File: src/rtl/calc_pkg.sv
// calc_pkg: shared opcode/state types and constants for the sequential calculator core.
// The optional divider is controlled by the CALC_DIV_EN macro in the files that import this package.
package calc_pkg;

  localparam int CALC_OP_W = 3;

  typedef enum logic [CALC_OP_W-1:0] {
    OP_ADD  = 3'd0,
    OP_SUB  = 3'd1,
    OP_AND  = 3'd2,
    OP_OR   = 3'd3,
    OP_XOR  = 3'd4,
    OP_MUL  = 3'd5,
    OP_DIV  = 3'd6,
    OP_RSVD = 3'd7
  } calc_op_e;

  typedef enum logic [1:0] {
    ST_IDLE = 2'd0,
    ST_BUSY = 2'd1,
    ST_DONE = 2'd2
  } calc_state_e;

endpackage

File: src/rtl/calc_muldiv_iter.sv
// calc_muldiv_iter: iterative shift-add multiplier / restoring divider, one bit per cycle.
// Both operations share one 2*WIDTH working register: for MUL it is {partial, multiplier},
// for DIV it is {remainder, quotient}. 'res' is the combinational value of the next step,
// so on the cycle 'done' is high it already holds the final answer.
// The divider half only exists when CALC_DIV_EN is defined.
module calc_muldiv_iter
  import calc_pkg::*;
#(
  parameter int WIDTH = 8
) (
  input  logic               clk,
  input  logic               rst,
  input  logic               start,
  input  logic               is_div,
  input  logic [WIDTH-1:0]   a,
  input  logic [WIDTH-1:0]   b,
  output logic               done,
  output logic [2*WIDTH-1:0] res,
  output logic               div0
);

  localparam int CNT_W = $clog2(WIDTH);
  localparam logic [CNT_W-1:0] CNT_LAST = CNT_W'(WIDTH - 1);

  logic               r_busy;
  logic [CNT_W-1:0]   r_cnt;
  logic [WIDTH-1:0]   r_opnd;
  logic [2*WIDTH-1:0] r_p;

  logic [WIDTH:0]     w_mul_sum;
  logic [2*WIDTH-1:0] w_mul_next;
  logic [2*WIDTH-1:0] w_next;
  logic [WIDTH-1:0]   w_ld_opnd;
  logic [WIDTH-1:0]   w_ld_lo;

  // One shift-add step: add multiplicand to the upper half when the current multiplier bit is set, then shift right.
  always_comb begin
    w_mul_sum  = {1'b0, r_p[2*WIDTH-1:WIDTH]} + (r_p[0] ? {1'b0, r_opnd} : {(WIDTH+1){1'b0}});
    w_mul_next = {w_mul_sum, r_p[WIDTH-1:1]};
  end

`ifdef CALC_DIV_EN
  logic               r_is_div;
  logic               r_div0;
  logic [WIDTH:0]     w_div_shift;
  logic [WIDTH+1:0]   w_div_diff;
  logic               w_div_neg;
  logic [WIDTH-1:0]   w_div_rem;
  logic [2*WIDTH-1:0] w_div_next;
  logic               w_unused_diff_bit;

  // One restoring-division step: shift the next dividend bit into the remainder and subtract the divisor if it fits.
  // With a zero divisor nothing is ever subtracted, which leaves remainder = a and quotient = all-ones.
  always_comb begin
    w_div_shift = {r_p[2*WIDTH-1:WIDTH], r_p[WIDTH-1]};
    w_div_diff  = {1'b0, w_div_shift} - {2'b00, r_opnd};
    w_div_neg   = w_div_diff[WIDTH+1];
    if (w_div_neg) begin
      w_div_rem = w_div_shift[WIDTH-1:0];
    end else begin
      w_div_rem = w_div_diff[WIDTH-1:0];
    end
    w_div_next = {w_div_rem, r_p[WIDTH-2:0], ~w_div_neg};
  end

  // A successful subtraction always leaves a remainder below the divisor, so this bit is always zero.
  assign w_unused_diff_bit = w_div_diff[WIDTH];

  // Operand loading: the divisor is kept in r_opnd and the dividend starts in the low half.
  always_comb begin
    if (is_div) begin
      w_ld_opnd = b;
      w_ld_lo   = a;
    end else begin
      w_ld_opnd = a;
      w_ld_lo   = b;
    end
  end

  // Choose which datapath advances the working register.
  always_comb begin
    if (r_is_div) begin
      w_next = w_div_next;
    end else begin
      w_next = w_mul_next;
    end
  end

  // Remember the operation kind and divide-by-zero condition for the whole iteration.
  always_ff @(posedge clk) begin
    if (rst) begin
      r_is_div <= 1'b0;
      r_div0   <= 1'b0;
    end else if (start) begin
      r_is_div <= is_div;
      r_div0   <= is_div && (b == {WIDTH{1'b0}});
    end
  end

  assign div0 = r_div0;
`else
  logic w_unused_is_div;

  assign w_unused_is_div = is_div;
  assign w_ld_opnd       = a;
  assign w_ld_lo         = b;
  assign w_next          = w_mul_next;
  assign div0            = 1'b0;
`endif

  // Iteration control: load operands on start, then advance exactly WIDTH steps; the counter never wraps.
  always_ff @(posedge clk) begin
    if (rst) begin
      r_busy <= 1'b0;
      r_cnt  <= {CNT_W{1'b0}};
      r_opnd <= {WIDTH{1'b0}};
      r_p    <= {(2*WIDTH){1'b0}};
    end else if (start) begin
      r_busy <= 1'b1;
      r_cnt  <= {CNT_W{1'b0}};
      r_opnd <= w_ld_opnd;
      r_p    <= {{WIDTH{1'b0}}, w_ld_lo};
    end else if (r_busy) begin
      r_p <= w_next;
      if (r_cnt == CNT_LAST) begin
        r_busy <= 1'b0;
      end else begin
        r_cnt <= r_cnt + 1'b1;
      end
    end
  end

  assign done = r_busy && (r_cnt == CNT_LAST);
  assign res  = w_next;

endmodule

File: src/rtl/calc_seq_core.sv
// calc_seq_core: sequential calculator with valid/ready handshakes on both sides.
// Logic/add ops complete in one cycle; MUL (and DIV when CALC_DIV_EN is defined) take WIDTH cycles.
// Result and flags are registered and held until the consumer accepts them.
module calc_seq_core
  import calc_pkg::*;
#(
  parameter int WIDTH = 8
) (
  input  logic                 clk,
  input  logic                 rst,
  input  logic                 in_valid,
  output logic                 in_ready,
  input  logic [CALC_OP_W-1:0] op,
  input  logic [WIDTH-1:0]     a,
  input  logic [WIDTH-1:0]     b,
  output logic                 out_valid,
  input  logic                 out_ready,
  output logic [2*WIDTH-1:0]   result,
  output logic                 flag_zero,
  output logic                 flag_carry,
  output logic                 flag_err
);

  calc_state_e        r_state;
  logic               r_out_valid;
  logic [2*WIDTH-1:0] r_result;
  logic               r_flag_zero;
  logic               r_flag_carry;
  logic               r_flag_err;

  logic               w_accept;
  logic               w_is_iter;
  logic [WIDTH:0]     w_add;
  logic [WIDTH:0]     w_sub;
  logic [2*WIDTH-1:0] w_alu_res;
  logic               w_alu_carry;
  logic               w_alu_err;
  logic               w_iter_done;
  logic [2*WIDTH-1:0] w_iter_res;
  logic               w_iter_div0;

  assign in_ready = (r_state == ST_IDLE) && !rst;
  assign w_accept = in_valid && in_ready;

`ifdef CALC_DIV_EN
  assign w_is_iter = (op == OP_MUL) || (op == OP_DIV);
`else
  assign w_is_iter = (op == OP_MUL);
`endif

  assign w_add = {1'b0, a} + {1'b0, b};
  assign w_sub = {1'b0, a} - {1'b0, b};

  // Single-cycle ALU; multi-cycle and reserved opcodes fall to the error default (only used when not iterative).
  always_comb begin
    w_alu_res   = {(2*WIDTH){1'b0}};
    w_alu_carry = 1'b0;
    w_alu_err   = 1'b0;
    case (op)
      OP_ADD: begin
        w_alu_res[WIDTH-1:0] = w_add[WIDTH-1:0];
        w_alu_carry          = w_add[WIDTH];
      end
      OP_SUB: begin
        w_alu_res[WIDTH-1:0] = w_sub[WIDTH-1:0];
        w_alu_carry          = w_sub[WIDTH];
      end
      OP_AND:  w_alu_res[WIDTH-1:0] = a & b;
      OP_OR:   w_alu_res[WIDTH-1:0] = a | b;
      OP_XOR:  w_alu_res[WIDTH-1:0] = a ^ b;
      default: w_alu_err = 1'b1;
    endcase
  end

  calc_muldiv_iter #(
    .WIDTH (WIDTH)
  ) u_muldiv (
    .clk    (clk),
    .rst    (rst),
    .start  (w_accept && w_is_iter),
    .is_div (op == OP_DIV),
    .a      (a),
    .b      (b),
    .done   (w_iter_done),
    .res    (w_iter_res),
    .div0   (w_iter_div0)
  );

  // Control FSM and output registers; outputs only change when entering DONE, on handshake, or on reset.
  always_ff @(posedge clk) begin
    if (rst) begin
      r_state      <= ST_IDLE;
      r_out_valid  <= 1'b0;
      r_result     <= {(2*WIDTH){1'b0}};
      r_flag_zero  <= 1'b0;
      r_flag_carry <= 1'b0;
      r_flag_err   <= 1'b0;
    end else begin
      case (r_state)
        ST_IDLE: begin
          if (w_accept) begin
            if (w_is_iter) begin
              r_state <= ST_BUSY;
            end else begin
              r_state      <= ST_DONE;
              r_out_valid  <= 1'b1;
              r_result     <= w_alu_res;
              r_flag_zero  <= (w_alu_res == {(2*WIDTH){1'b0}});
              r_flag_carry <= w_alu_carry;
              r_flag_err   <= w_alu_err;
            end
          end
        end
        ST_BUSY: begin
          if (w_iter_done) begin
            r_state      <= ST_DONE;
            r_out_valid  <= 1'b1;
            r_result     <= w_iter_res;
            r_flag_zero  <= (w_iter_res == {(2*WIDTH){1'b0}});
            r_flag_carry <= 1'b0;
            r_flag_err   <= w_iter_div0;
          end
        end
        ST_DONE: begin
          if (out_ready) begin
            r_state     <= ST_IDLE;
            r_out_valid <= 1'b0;
          end
        end
        default: begin
          r_state     <= ST_IDLE;
          r_out_valid <= 1'b0;
        end
      endcase
    end
  end

  assign out_valid  = r_out_valid;
  assign result     = r_result;
  assign flag_zero  = r_flag_zero;
  assign flag_carry = r_flag_carry;
  assign flag_err   = r_flag_err;

endmodule

File: config.mk
export PLATFORM = sky130hd
export DESIGN_NAME = calc_seq_core
export DESIGN_NICKNAME = d
export VERILOG_FILES = /design/src/rtl/calc_pkg.sv /design/src/rtl/calc_muldiv_iter.sv /design/src/rtl/calc_seq_core.sv
export SDC_FILE = /design/constraint.sdc
export NUM_CORES = 1
export LEC_CHECK = 0
export ABC_AREA = 1
export CAP_MARGIN = 25
export CORE_ASPECT_RATIO = 1.1
export CORE_MARGIN = 4
export CORE_UTILIZATION = 55
export CTS_CLUSTER_DIAMETER = 60
export DETAILED_ROUTE_END_ITERATION = 6
export PLACE_DENSITY = 0.79
export SYNTH_ARGS = -nofsm -noshare
export SYNTH_HDL_FRONTEND = slang
export SYNTH_HIERARCHICAL = 1
export SYNTH_SLANG_ARGS = --single-unit
File: constraint.sdc
create_clock -name clk -period 6.15 [get_ports clk]
set_clock_uncertainty 0.15 [all_clocks]
set_input_delay 1.23 -clock clk [delete_from_list [all_inputs] [get_ports clk]]
set_output_delay 1.23 -clock clk [all_outputs]
set_load 0.05 [all_outputs]
======== Yosys cells after proc, flatten, opt, wreduce, memory -nomap -nowiden ========
Cells that the tools add are included.
word-level totals
  bits in registers ....................... 50
  output and inout port bits .............. 21
operators by class
  multiplexer cells ....................... 34
  $add $sub $neg .......................... 4
  reduce and logical (&&, ||, !) cells .... 17
  equality and inequality tests ........... 12
  bitwise gates (word level) .............. 4
operators with widths
  operator                                                               count
  16-bit two-way mux                                                     3
  8-bit case mux with 5 select lines                                     1
  16-bit logical NOT                                                     2
  16-bit case mux with 2 select lines                                    1
  8-bit two-way mux                                                      3
  8-bit by 8-bit adder with 9-bit output                                 2
  1-bit two-way mux                                                      16
  3-bit equality test, second input constant                             3
  8-bit by 8-bit subtractor with 9-bit output                            1
  8-bit AND                                                              1
  2-bit two-way mux                                                      4
  8-bit bitwise OR                                                       1
  1-bit case mux with 2 select lines                                     4
  4-bit AND reduction                                                    2
  8-bit bitwise XOR                                                      1
  3-bit by 2-bit equality test with 1-bit output, second input constant  2
  2-bit inequality test, second input constant                           3
  2-bit case mux with 3 select lines                                     1
  5-bit OR reduction                                                     1
  1-bit logical AND                                                      4
  2-bit nonzero test                                                     2
  3-bit by 1-bit adder with 3-bit output, second input constant          1
  3-bit by 1-bit equality test with 1-bit output, second input constant  1
  3-bit logical NOT                                                      1
  10 further kinds                                                       10

======== Depth between registers and ports, before layout ========
Gate-level depths: netlist of the first run.
  depth after elaboration ................. 6
  depth in mapped cells ................... 16

======== Hierarchy ========
Netlist of the first run, hierarchy kept.
by module, submodules not included
  module            cells an instance  seq. area each (µm²)  instances  area an instance (µm²)
  calc_seq_core     345                440.4                 1          2153.3
  calc_muldiv_iter  230                560.5                 1          1629.1

======== Worst setup path after synthesis of the first run ========
Ideal clock, no wire load.
  path kind ............................... input-to-output
  start ................................... input rst
  end ..................................... output in_ready
  path buffers ............................ 0
  setup slack ............................. 2.495 ns
  cell stages on the path ................. 1
  arrival time ............................ 2.275 ns
  path through ............................ nor3_1
on the way
  word-level cells in the longest chain between the ends .. 2
RTL lines
  what               line                 text
  start, declared    calc_seq_core.sv:10  input logic rst,
  1-bit logical NOT  calc_seq_core.sv:42  assign in_ready = (r_state == ST_IDLE) && !rst;
  1-bit logical AND  calc_seq_core.sv:42
  end, declared      calc_seq_core.sv:12  output logic in_ready,
Every way passes these cells.

======== Worst setup path in the final report of the first run ========
Ends and elaborated chain as after synthesis.

==> impl_metrics.csv, run 1 <==
group,metric,value,unit
outcome,status,"complete, no violations",
worst_setup_path,start_kind,"input port",
power,ir_drop,237,uV
clocking,cts.htree.levels,2,
yosys,syn_nets,635,
power,powerDensity,261,nW/um^2
final_layout,nNetsFinal,665,
drt,drtPass1Iterations,5,
final_layout,drive_gt1_share,7.44,%
timing,setup_viol,0,
yosys,syn_area,3780,um^2
clocking,cts_root_buf,"clkbuf_8",
final_layout,fin_util,64.5,%
clocking,clock_sinks,50,
drt,wl_met2,4830,um
final_layout,regArea,1000,um^2
worst_setup_path,worstPathMaxFanout,19,
timing,fin_crit,4520,ps
drt,wl_met3,404,um
timing,slew_viol_final,0,
grt,antenna_found_initial,0,
timing,tightest_slew,749,ps
grt,grt_overflow,0,
clocking,cts_setup_buffers,0,
worst_setup_path,cp.required,4770,ps
worst_setup_path,rrSetupSlack,3340,ps
placed_design,preCtsSetupSlack,1620,ps
timing,max_slew_margin,49.9,%
drt,dr.first_iter.drc_count,295,
placed_design,io_buffers,43,
drt,num_vias,3684,
final_layout,synthToLayoutAreaGrowth,13.3,%
drt,drt-met1-wl,3990,um
floorplan,fp.dieW,87.0,um
floorplan,coreArea,6630,um^2
final_layout,nFillCells,600,
timing,timing.hold.ws,316,ps
clocking,clk_pin_slew_worst_paths,90,ps
grt,grt_pass1_vias,3384,
drt,maxUsedRoutingLayer,"met4",
clocking,cts_buffers,5,
clocking,clk_path_buf_depth,2,
power,leakagePower,2.20,nW
drt,wl,9450,um
grt,grt_pass1_wl,15300,um
floorplan,initial_utilization,57.0,%
timing,hold_viol,0,
timing,tns,0,ps
final_layout,multi_input_area,2290,um^2
drt,drc_errors,0,
hold_path,hold_path_class,"reg2reg",
drt,avgRoutedWirePerCell,13.8,um
yosys,ys.warnings.count,6,
clocking,cts_hold_buf,0,
floorplan,fp.dieH,94.9,um
placed_design,globalplace.congestion,0.938,
clocking,insertion_delay,310,ps
worst_setup_path,crit_type,"in2out",
final_layout,diodes,0,
placed_design,place_hpwl,7480,um
timing,final.setup.worst_slack,1630,ps
floorplan,fp-row-count,31,
timing,fmax,221,MHz
drt,ant_nets,0,
worst_setup_path,cp.arrival,3140,ps
floorplan,ios,44,
timing,fin_crit_sh,73.6,%
yosys,synth_cells,574,
clocking,cts_tree,"done",
run,drv_cap,0,
grt,grtUsageTotal,23.5,%
yosys,avgSynthCellArea,6.58,um^2
worst_setup_path,worst_setup_path_end_kind,"primary output",
timing,rsz0062_at_grt,"false",
floorplan,die_area,8260,um^2
clocking,cts-resized-gates,0,
drt,vias_per_cell,5.36,
power,finalPower,0.00112,W
grt,grt_start_max_net_pins,20,
==> cells in the final DEF, fill, tap and decap left out, types with 2 or more instances in the layout <==
master and n:
inv_1 77, o221ai_1 8, o21ai_0 20, nand3_2 5, nor3_2 3, clkinv_4 2, nor2_4 3, clkbuf_8 6
or2_1 2, xor2_1 3, inv_2 12, fa_1 3, nor2_1 77, or2_2 2, dfxtp_1 50, o21ai_1 9
nand2_2 4, nor4_1 2, nand3_1 35, nand2_1 127, nor3_1 9, nand4_1 5, clkdlybuf4s50_1 43, a21oi_1 41
o21ai_2 2, nand3b_1 3, ha_1 35, o22ai_1 5
==> where the power goes <==
| group | internal (W) | total [W] | switching [W] | leakage (nW) |
|---|---|---|---|---|
| clock | 0.0000928 | 0.000208 | 0.000116 | 0.0514 |
| sequential | 0.000376 | 0.000417 | 0.0000409 | 0.406 |
| combinational | 0.000160 | 0.000491 | 0.000330 | 1.74 |
| total | 0.000629 | 0.00112 | 0.000487 | 2.20 |
==> flip-flops by register name, summed over array words and instances (netlist names) <==
name and count:
result 16, u_muldiv/r_p 16, u_muldiv/r_opnd 8, u_muldiv/r_cnt 3, r_state 2, flag_carry 1, flag_err 1, flag_zero 1
out_valid 1, u_muldiv/r_busy 1
==> stage by stage <==
step           area, um^2  instances
2_1_floorplan        3780        574
3_3_place_gp         4180        679
3_5_place_dp         4180        679
4_1_cts              4280        687
5_1_grt              4280        687
6_report             4280        687
==> per-layer routing <==
metal	up-vias	track usage, %
met4	0	9.22
met2	111	42.1
met1	1661	27.8
met3	17	3.49
li1	1895	-
met5	-	0
==> final timing paths <==
check / endpoint / cells past startpoint / start
worst max-delay path: in_ready / 3 / rst
worst min-delay path: result[8] / 2 / result[8]
worst max register to register: flag_zero / 15 / u_muldiv/r_p[0]
worst min register to register: result[8] / 2 / result[8]
==> area by class of cell <==
type / instances / area share, %
clock inverter: 2 / 0.409
timing repair buffer: 44 / 10.2
tap: 82 / 2.40
clock buffer: 6 / 1.93
inverter: 91 / 8.04
sequential: 50 / 23.4
multi-input combinational: 412 / 53.6
==> worst max-delay path, cell delays in order <==
cell and delay [ps]:
clkdlybuf4s50_1 780, nor3_1 280, clkdlybuf4s50_1 840
(Power assumes the default switching activity.)
==> run 2: changes to the inputs <==
--- a/config.mk
+++ b/config.mk
@@ -9,10 +9,10 @@
 export CAP_MARGIN = 25
 export CORE_ASPECT_RATIO = 1.1
 export CORE_MARGIN = 4
-export CORE_UTILIZATION = 55
+export CORE_UTILIZATION = 51
 export CTS_CLUSTER_DIAMETER = 60
 export DETAILED_ROUTE_END_ITERATION = 6
-export PLACE_DENSITY = 0.79
+export PLACE_DENSITY = 0.77
 export SYNTH_ARGS = -nofsm -noshare
 export SYNTH_HDL_FRONTEND = slang
 export SYNTH_HIERARCHICAL = 1
==> constraint.sdc (replaced) <==
create_clock -name clk -period 4.1 [get_ports clk]
set_clock_uncertainty 0.15 [all_clocks]
set_input_delay 0.82 -clock clk [delete_from_list [all_inputs] [get_ports clk]]
set_output_delay 0.82 -clock clk [all_outputs]
set_load 0.05 [all_outputs]
==> impl_metrics.csv, run 2 (synthesized netlist as in run 1, its figures left out) <==
group,metric,value,unit
outcome,status,"complete, no violations",
grt,grt_pass1_vias,3532,
grt,antenna_found_initial,0,
floorplan,fp.dieW,90.1,um
final_layout,diodes,0,
final_layout,nFillCells,712,
floorplan,initial_utilization,53.0,%
worst_setup_path,crit_cells,3,
power,powerDensity,400,nW/um^2
timing,max_slew_margin,65.6,%
final_layout,finalNonFillerCells,691,
worst_setup_path,worst_setup_path_end_kind,"primary output",
drt,drc_errors,0,
worst_setup_path,r2r_cells,15,
final_layout,fin_util,60.5,%
timing,setup_viol,0,
placed_design,globalplace.congestion,0.988,
power,leakagePower,2.21,nW
floorplan,ios,44,
worst_setup_path,start_kind,"input port",
drt,dr.first_iter.drc_count,184,
drt,avgRoutedWirePerCell,14.1,um
worst_setup_path,critPathTopFamily,"buffers and inverters",
clocking,cts_setup_buffers,0,
timing,hold_viol,0,
grt,grtUsageTotal,22.0,%
placed_design,dp_cells,683,
hold_path,hold_path_class,"reg2reg",
clocking,clk_path_buf_depth,2,
grt,grt_start_max_net_pins,19,
grt,grt_overflow,0,
final_layout,final_cell_mix,"nand2_1, inv_1, nor2_1",
clocking,insertion_delay,310,ps
worst_setup_path,startpoint,"rst",
clocking,cts_root_buf,"clkbuf_8",
clocking,cts.htree.levels,2,
final_layout,regArea,1000,um^2
drt,wl,9720,um
clocking,cts_tree,"done",
power,finalPower,0.00173,W
worst_setup_path,rr_startpoint,"u_muldiv/r_p[0]",
run,drv_cap,0,
placed_design,place_hpwl,7830,um
timing,fin_crit_sh,77.5,%
timing,fin_crit,3180,ps
grt,grt_pass1_wl,16200,um
worst_setup_path,worstPathMaxFanout,2,
clocking,cts-resized-gates,0,
clocking,clock_sinks,50,
floorplan,coreArea,7130,um^2
timing,slew_viol_final,0,
floorplan,die_area,8850,um^2
worst_setup_path,path_cells,"clkdlybuf4s50_1, nor3_1, clkdlybuf4s50_1",
timing,tightest_slew,515,ps
worst_setup_path,cp.arrival,2210,ps
power,ir_drop,203,uV
worst_setup_path,endpoint,"in_ready",
final_layout,multi_input_area,2290,um^2
drt,vias_per_cell,5.36,
floorplan,fp-row-count,32,
timing,tns,0,ps
worst_setup_path,crit_type,"in2out",
clocking,clk_pin_slew_worst_paths,90,ps
placed_design,io_buffers,43,
drt,drtPass1Iterations,5,
clocking,cts_buffers,5,
drt,num_vias,3704,
worst_setup_path,cp_slowest_cell,"clkdlybuf4s50_1",
worst_setup_path,path_common_cell,"clkdlybuf4s50_1",
final_layout,synthToLayoutAreaGrowth,14.1,%
worst_setup_path,cp_slowest_stage_delay,830,ps
timing,rsz0062_at_grt,"false",
final_layout,layout_commonest_cell,"nand2_1",
floorplan,fp.dieH,98.3,um
hold_path,min_path_cells,2,
drt,ant_nets,0,
worst_setup_path,cp.required,3130,ps
worst_setup_path,r2r_end,"flag_zero",
worst_setup_path,cp_num_buf_inv,2,
final_layout,drive_gt1_share,7.59,%
worst_setup_path,rrSetupSlack,1340,ps
final_layout,nNetsFinal,666,
timing,fmax,315,MHz
clocking,cts_hold_buf,0,
## run 2: how the worst min path moves through the flow
stage	from	end	slack, ps
6_report	result[10]	result[10]	320
5_1_grt	result[10]	result[10]	340
4_1_cts	result[10]	result[10]	320
3_5_place_dp	result[10]	result[10]	300
3_3_place_gp	result[14]	result[14]	300
2_1_floorplan	u_muldiv/r_p[8]	u_muldiv/r_p[8]	290
## run 2: per-layer routing
layer / wire [um] / GRT usage (%) / up-vias / part of all wire (%)
li1: - / - / 1893 / -
met1: 4000 / 25.0 / 1681 / 41
met2: 5030 / 42.0 / 109 / 52
met3: 477 / 3.00 / 21 / 4.9
met4: 216 / 7.18 / 0 / 2.2
met5: 0 / 0 / - / 0
## run 2: cell type report
type                    count  area share, %
multi-input cells         412           53.3
clock inverters             3           1.13
repair buffers             45           10.3
flip-flops and latches     50           23.2
inverters                  91           7.98
clock buffers               5           1.60
well taps                  85           2.47
## run 2: tightest hold or removal path: cells and delay by family (launching register included)
kind | cells | cell delay, ps
flip-flops | 1 | 320
AO/OA/AOI/OAI | 1 | 50
AND/OR/NAND/NOR | 1 | 60
## run 2: through the flow
stage	hold WS (ps)	instance area [um^2]	worst slack (ps)
2_1_floorplan	295	3780	1270
3_3_place_gp	302	4190	923
3_5_place_dp	305	4190	874
4_1_cts	319	4310	897
5_1_grt	340	4310	846
6_report	319	4310	923
## run 2: power breakdown
| group | internal [W] | switching [W] |
|---|---|---|
| registers | 0.000564 | 0.0000629 |
| clock network | 0.000186 | 0.000173 |
| logic | 0.000242 | 0.000498 |
| total | 0.000992 | 0.000734 |
==> RTL edit, RTL diff (flow settings as in run 1) <==
Put one more register stage on the output `flag_zero`. The value now appears one clock later. The other outputs are not delayed to match.
--- a/src/rtl/calc_seq_core.sv
+++ b/src/rtl/calc_seq_core.sv
@@ -137,7 +137,9 @@
 
   assign out_valid  = r_out_valid;
   assign result     = r_result;
-  assign flag_zero  = r_flag_zero;
+  always_ff @(posedge clk) begin
+    flag_zero <= r_flag_zero;
+  end
   assign flag_carry = r_flag_carry;
   assign flag_err   = r_flag_err;
 
Behaviour: not the same (a bounded check fails within 4 cycles, from zero or initial values and one cycle with rst high).
==> RTL edit against run 1 <==
  * Power down 2.1%
  * Cell area barely moved
  * Sequential cell count rose by 1
  * First-iteration DRC count is 6.1% lower
  * Combinational power is 2% lower
  * Largest power group unchanged
  * Non-clock buffer count is the same
  * Routed wire length is 0.80% lower
  * Final cell count down 0.15%
  * Area after synthesis fell by 0.26%
  * Setup slack improved by 18 ps
  * Global-route usage shrank 0.15 points
  * Sequential power is 3% lower
==> RTL edit: results (changes against run 1) <==
- Status: completed
- Sequential power share: 36.9% (-0.4 points)
- Comb pwr share: 44.3% (+0.3 points)
- WL final: 9370 µm (-0.80%)
- Via-to-Cell Ratio: 5.41 (+0.83%)
- Final Wtd Congestion: 0.935 (-0.27%)
- Syn Inst Count: 572 (-0.35%)
- WHS Endpoint: flag_zero$_DFF_P_
- Max VDD drop: 0.200 mV (-16%)
- R2r endpoint: r_flag_zero$_SDFFE_PP0P_
- Tot GR Track Use: 23.3% (-0.15 points)
- Static leakage: 2.21 nW (+0.30%)
- Vias in the first global route: 3453 (+2.0%)
- Largest net degree at the start of global routing: 19 (-5.0%)
- H-tree levels: 2 (unchanged)
- Slew @ Worst Pin: 720 ps (-29.1 ps)
- Placed Cells: 678 (-0.15%)
- Hold Path Stages: 0 (-2)
- Worst hold margin: 218 ps (-97.6 ps)
- Vias: 3709 (+0.68%)
- Nets: 664 (-0.15%)
- Initial antenna violation count: 0 (unchanged)
- Synthesized Nets: 633 (-0.31%)
- Share of post-route cells with drive strength above 1: 6.79% (-0.65 points)
- R2R Setup Slk: 3370 ps (+30 ps)
- Global-route wire length before repair: 15500 µm (+0.95%)
- Max FO, Critical Path: 18 (-1)
- Worst hold path startpoint: r_flag_zero$_SDFFE_PP0P_
- Worst EP arrival: 3130 ps (about the same)
- PD cells: 255 mW/mm² (-2.2%)
==> RTL edit: area by class of cell <==
| class | instances | area, µm² |
|---|---|---|
| Inverter | 90 | 340 |
| Clock inverter | 2 | 16.3 |
| Timing Repair Buffer | 44 | 438 |
| Sequential cell | 51 | 1020 |
| Tap cell | 82 | 103 |
| Fill cell | 602 | 2350 |
| Multi-Input combinational cell | 411 | 2280 |
| Clock buffer | 6 | 82.6 |
==> RTL edit: per-layer routing <==
metal	track usage (%)	wire, µm
met2	40.2	4510
met1	29.0	4120
met3	2.97	450
met4	9.87	286
met5	0	0
==> RTL edit: through the flow <==
step | worst slack, ps | cell area, µm²
6_report | 1640 | 4280
5_1_grt | 1530 | 4280
4_1_cts | 1630 | 4280
3_5_place_dp | 1630 | 4180
3_3_place_gp | 1680 | 4180
2_1_floorplan | 2910 | 3770
